==> src/rtl/instruction_fetch.sv <==
// ============================================================================
// Module   : instruction_fetch
// Brief    : PC/fetch stage feeding decode over valid/ready; handles branch
//            redirects, halt opcode, program-end wrap and out-of-range targets.
//            Optional macro FETCH_COUNT_EN adds a saturating delivered counter.
// Revision : 1.0
// ============================================================================
`default_nettype none

module instruction_fetch #(
    parameter int                      ADDR_WIDTH  = 8,
    parameter int                      DATA_WIDTH  = 8,
    parameter int                      PROG_LEN    = 6,
    parameter int                      RESET_PC    = 0,
    parameter logic [DATA_WIDTH-1:0]   HALT_OPCODE = {DATA_WIDTH{1'b1}}
) (
    input  logic                  clk,
    input  logic                  reset,
    input  logic                  start,
    output logic [ADDR_WIDTH-1:0] instruction_address,
    input  logic [DATA_WIDTH-1:0] instruction_data,
    output logic [DATA_WIDTH-1:0] instr_out,
    output logic [ADDR_WIDTH-1:0] instr_pc,
    output logic                  instr_valid,
    input  logic                  instr_ready,
    input  logic                  branch_taken,
    input  logic [ADDR_WIDTH-1:0] branch_target,
    output logic                  halted,
    output logic                  fetch_fault
`ifdef FETCH_COUNT_EN
    ,
    output logic [15:0]           fetch_count
`endif
);

    localparam logic [ADDR_WIDTH-1:0] c_PROG_LEN = ADDR_WIDTH'(PROG_LEN);
    localparam logic [ADDR_WIDTH-1:0] c_LAST_PC  = ADDR_WIDTH'(PROG_LEN - 1);
    localparam logic [ADDR_WIDTH-1:0] c_RESET_PC = ADDR_WIDTH'(RESET_PC);

    typedef enum logic [1:0] {
        S_IDLE   = 2'd0,
        S_RUN    = 2'd1,
        S_HALTED = 2'd2
    } state_t;

    state_t                  r_state;
    state_t                  w_state_nxt;
    logic [ADDR_WIDTH-1:0]   r_pc;
    logic [DATA_WIDTH-1:0]   r_instr;
    logic [ADDR_WIDTH-1:0]   r_instr_pc;
    logic                    r_valid;
    logic                    r_fault;
    logic                    w_branch;
    logic                    w_load;
    logic                    w_accept;

    // Branches are ignored while idle and always win over load/accept.
    assign w_branch = branch_taken && (r_state != S_IDLE);
    assign w_load   = (r_state == S_RUN) && (!r_valid || instr_ready) && !branch_taken;
    assign w_accept = r_valid && instr_ready;

    always_ff @(posedge clk or posedge reset) begin
        if (reset) begin
            r_state <= S_IDLE;
        end else begin
            r_state <= w_state_nxt;
        end
    end

    always_comb begin
        w_state_nxt = r_state;
        case (r_state)
            S_IDLE:   if (start) w_state_nxt = S_RUN;
            S_RUN:    if (!branch_taken && w_load && (instruction_data == HALT_OPCODE))
                          w_state_nxt = S_HALTED;
            S_HALTED: if (branch_taken) w_state_nxt = S_RUN;
            default:  w_state_nxt = S_IDLE;
        endcase
    end

    always_ff @(posedge clk or posedge reset) begin
        if (reset) begin
            r_pc       <= c_RESET_PC;
            r_instr    <= '0;
            r_instr_pc <= '0;
            r_valid    <= 1'b0;
            r_fault    <= 1'b0;
        end else if (w_branch) begin
            r_valid <= 1'b0;
            if (branch_target < c_PROG_LEN) begin
                r_pc <= branch_target;
            end else begin
                r_pc    <= c_RESET_PC;
                r_fault <= 1'b1;
            end
        end else if (w_load) begin
            r_instr    <= instruction_data;
            r_instr_pc <= r_pc;
            r_valid    <= 1'b1;
            r_pc       <= (r_pc == c_LAST_PC) ? '0 : r_pc + 1'b1;
        end else if (w_accept) begin
            r_valid <= 1'b0;
        end
    end

`ifdef FETCH_COUNT_EN
    logic [15:0] r_count;

    always_ff @(posedge clk or posedge reset) begin
        if (reset) begin
            r_count <= '0;
        end else if (w_accept && (r_count != 16'hFFFF)) begin
            r_count <= r_count + 16'd1;
        end
    end

    assign fetch_count = r_count;
`endif

    assign instruction_address = r_pc;
    assign instr_out           = r_instr;
    assign instr_pc            = r_instr_pc;
    assign instr_valid         = r_valid;
    assign halted              = (r_state == S_HALTED);
    assign fetch_fault         = r_fault;

endmodule

`default_nettype wire
==> config.mk <==
export PLATFORM = sky130hd
export DESIGN_NAME = instruction_fetch
export DESIGN_NICKNAME = d
export VERILOG_FILES = /design/src/rtl/instruction_fetch.sv
export SDC_FILE = /design/constraint.sdc
export NUM_CORES = 1
export LEC_CHECK = 0
export ABC_CLOCK_PERIOD_IN_PS = 3000
export CORE_MARGIN = 5
export CORE_UTILIZATION = 46
export DETAILED_ROUTE_END_ITERATION = 8
export MAX_ROUTING_LAYER = met4
export PLACE_DENSITY_LB_ADDON = 0.3
export RECOVER_POWER = 50
export SLEW_MARGIN = 40
export SYNTH_ARGS = -nofsm -noshare
export SYNTH_HDL_FRONTEND = slang
export SYNTH_SLANG_ARGS = --single-unit
==> constraint.sdc <==
create_clock -name clk -period 3 [get_ports clk]
set_clock_uncertainty 0.05 [all_clocks]
set_input_delay 0.9 -clock clk [delete_from_list [all_inputs] [get_ports clk]]
set_output_delay 0.9 -clock clk [all_outputs]
set_load 0.05 [all_outputs]
==> results.sh, run 1 <==
export IMPL_power_ir_vdd_worst_mv=0.3934
export IMPL_drv_cap=0
export IMPL_r2r_end="instr_out[6]$_DFFE_PP0P_"
export IMPL_crit_chain="or2b_1 > inv_1 > clkdlybuf4s50_1"
export IMPL_final_core_utilization=0.6699
export IMPL_hold_path_cell_count=1
export IMPL_number_of_setup_buffers_added_after_cts=0
export IMPL_fin_crit_sh=0.9581
export IMPL_worst_hold_path_type="flip-flop to flip-flop"
export IMPL_core_mm2=0.002710
export IMPL_final_global_route_overflow_total=0
export IMPL_total_die_area_mm2=0.003931
export IMPL_routed_wl_mm=2.890
export IMPL_cts_clk_slew_worst_paths_ns=0.14
export IMPL_min_period_ns=2.874
export IMPL_post_cts_hold_buffer_count=0
export IMPL_clock_tree_buffer_depth=2
export IMPL_unrepaired_setup_endpoints_after_global_routing="no"
export IMPL_global_route_wire_length_before_repair_mm=5.057
export IMPL_avgViaCountPerCell=5.555
export IMPL_hold_path_startpoint="fetch_fault$_DFFE_PP0P_"
export IMPL_numCtsBuffers=3
export IMPL_timing_worst_setup_path_type="flip-flop to output port"
export IMPL_synth_ff_latch_count=28
export IMPL_die_x_um=62.70
export IMPL_cts_root_buffer_cell="sky130_fd_sc_hd__clkbuf_4"
export IMPL_placementRows=19
export IMPL_chipHeight_um=62.70
export IMPL_synth_ff_type="sky130_fd_sc_hd__dfrtp_1"
export IMPL_worst_setup_path_end_kind="output port"
export IMPL_cts_repair_resized=0
export IMPL_port_buffers=47
export IMPL_slew_violations=0
export IMPL_net_total_in_the_final_layout=184
export IMPL_power_leakage_nw=0.7540
export IMPL_power_density_mw_per_mm2=506.2
export IMPL_hpwl_mm=2.190
export IMPL_run_status="complete, no violations"
export IMPL_cts_num_sinks=28
export IMPL_rel_slew_slack=0.03624
export IMPL_postRouteAntennaNets=0
export IMPL_final_fill_count=242
export IMPL_reg2reg_slack_ns=1.07
export IMPL_setup_total_negative_slack_ns=0
export IMPL_drtIter0Drc=49
export IMPL_hold_end="fetch_fault$_DFFE_PP0P_"
export IMPL_arrival_ns=1.92
export IMPL_max_slew_worst_pin_slew_ns=1.446
export IMPL_async_flop_share=1.000
export IMPL_r2r_start="r_state[1]$_DFFE_PP0P_"
export IMPL_diodes=0
export IMPL_cts_tree="built"
export IMPL_grt_max_degree=29
export IMPL_synth_cells=110
export IMPL_first_global_vias=1094
export IMPL_clk_insertion_delay_late_ns=0.33
export IMPL_vias=1061
export IMPL_worstPathRequired_ns=2.05
export IMPL_routed_wire_length_per_instance_um=15.13
export IMPL_crit_slowest_cell="sky130_fd_sc_hd__clkdlybuf4s50_1"
export IMPL_final_hold_violation_count=0
export IMPL_drive_gt1_frac=0.1250
export IMPL_critPathLaunchType="flip-flop"
export IMPL_synth_warnings=0
export IMPL_syn_num_nets=133
export IMPL_post_syn_area_mm2=0.001277
export IMPL_syn_to_final_growth_pct=42.12
export IMPL_timing_reg2reg_worst_path_depth=4
export IMPL_dr_pass1_iters=4
export IMPL_max_freq_mhz=347.9
export IMPL_yosysSeqAreaShare=0.5485
export IMPL_design_portCount=48
export IMPL_grtUsageTotal=0.1607
export IMPL_place_congestion=0.7740
export IMPL_count_of_flip_flops_with_a_built_in_enable_after_synthesis=0
export IMPL_setup_violations_final=0
export IMPL_floorplan_initialDensity=0.4714
export IMPL_grt_antenna_before_repair=0
export IMPL_postSynthAreaPerCell_um2=11.61
export IMPL_synth_distinct_cells=34
export IMPL_route_detailed_drc=0
export IMPL_cp_max_fo=7
export IMPL_cpPeakStageDelay_ns=0.79
export IMPL_h_tree_levels=1
## worst max-delay path: cells and delay by family, from the launching register on
kind          cells  cell delay [ns]
simple gates      1             0.27
buf+inv           2             0.85
flops             1             0.48
## placed cells by master (no fill, tap or decap), types with 3 or more instances in the layout
cell	n
sky130_fd_sc_hd__nor2_1	4
sky130_fd_sc_hd__dlygate4sd3_1	3
sky130_fd_sc_hd__nand4_1	4
sky130_fd_sc_hd__nor3b_1	3
sky130_fd_sc_hd__mux2_2	15
sky130_fd_sc_hd__clkdlybuf4s50_1	44
sky130_fd_sc_hd__nand2_1	6
sky130_fd_sc_hd__nand3_1	4
sky130_fd_sc_hd__clkbuf_4	3
sky130_fd_sc_hd__dfrtp_1	28
sky130_fd_sc_hd__o21ai_0	5
sky130_fd_sc_hd__inv_1	4
sky130_fd_sc_hd__a21oi_1	4
## cells by family after synthesis
logic type,count (synthesis),synth area share
flip-flops,28,0.5485
buffers and inverters,7,0.02350
adder cells (fa/ha/maj),2,0.01959
XOR/XNOR,2,0.01371
multiplexers,16,0.1401
AO/OA/AOI/OAI,19,0.09796
AND/OR/NAND/NOR,36,0.1567
## flip-flops by register name, summed over array words and instances, names as in the netlist
name	count
fetch_fault	1
instr_out	8
instr_pc	8
instr_valid	1
instruction_address	8
r_state	2
## per-stage QoR
stage          instance area (um2)  total power (W)  setup slack, ns  hold slack [ns]  instances
2_1_floorplan                 1277        0.0006282           0.8971           0.4896        110
3_3_place_gp                  1787        0.0007415           0.2608           0.3932        187
3_5_place_dp                  1787        0.0007475           0.1768           0.4001        187
4_1_cts                       1823        0.0009332           0.1154           0.4327        191
5_1_grt                       1815        0.0009656          0.02801           0.4695        191
6_report                      1815        0.0009190           0.1256           0.4307        191
## synthesized netlist by cell type (all sizes together) (2+ instances only)
| cell | instances | area, um2 |
|---|---|---|
| nor2 | 4 | 15.01 |
| nor4 | 2 | 12.51 |
| mux2 | 15 | 168.9 |
| o21ai | 5 | 25.02 |
| dfrtp | 28 | 700.7 |
| nor3b | 3 | 22.52 |
| or4 | 2 | 15.01 |
| buf | 2 | 10.01 |
| a21oi | 4 | 20.02 |
| nor3 | 2 | 10.01 |
| nand2 | 6 | 22.52 |
| o32ai | 2 | 17.52 |
| a221o | 2 | 20.02 |
| or2 | 2 | 12.52 |
| inv | 4 | 15.01 |
| ha | 2 | 25.02 |
| xnor2 | 2 | 17.52 |
| nand4 | 4 | 25.02 |
| nand3 | 4 | 20.02 |
| or3 | 2 | 12.51 |
## per-layer routing
layer	vias to the layer above	share of wire	GRT usage
met5	-	0	-
met1	509	0.43	0.1892
met4	0	0.018	0.06366
met2	44	0.48	0.2681
met3	7	0.070	0.03237
li1	501	-	-
## cell type report
| cell class | count | area [um2] | area share |
|---|---|---|---|
| Clock buffer | 4 | 36.28 | 0.01999 |
| Inverter | 4 | 15.01 | 0.008270 |
| Multi-Input combinational cell | 75 | 546.8 | 0.3012 |
| Sequential cell | 28 | 700.7 | 0.3859 |
| Tap cell | 31 | 38.79 | 0.02136 |
| Timing Repair Buffer | 49 | 478.0 | 0.2633 |
## how the worst max path moves through the flow
stage,start,end,slack [ns],depth (start not counted)
after floorplan,instr_ready,instr_out[5]$_DFFE_PP0P_,0.90,4
after global placement,branch_taken,instruction_address[7]$_DFFE_PP0P_,0.26,5
after detailed placement,branch_taken,instruction_address[7]$_DFFE_PP0P_,0.18,5
after CTS,r_state[0]$_DFFE_PP0P_,halted,0.12,3
after global routing,r_state[0]$_DFFE_PP0P_,halted,0.03,3
final,r_state[0]$_DFFE_PP0P_,halted,0.13,3
## where the power goes
group	leakage (nW)	total [W]	internal, W	switching [W]
Clock	0.0210	0.000183	0.0000744	0.000109
Combinational	0.378	0.000297	0.000116	0.000181
Sequential	0.355	0.000438	0.000411	0.0000276
Total	0.754	0.000919	0.000601	0.000318
No activity file was read; power rests on OpenSTA's default activity.
==> run 2, diff against run 1 <==
CTS_CLUSTER_SIZE = 20   (was not set)
==> results of run 2 <==
The final DEF is identical to that of run 1; final timing and power are the same.
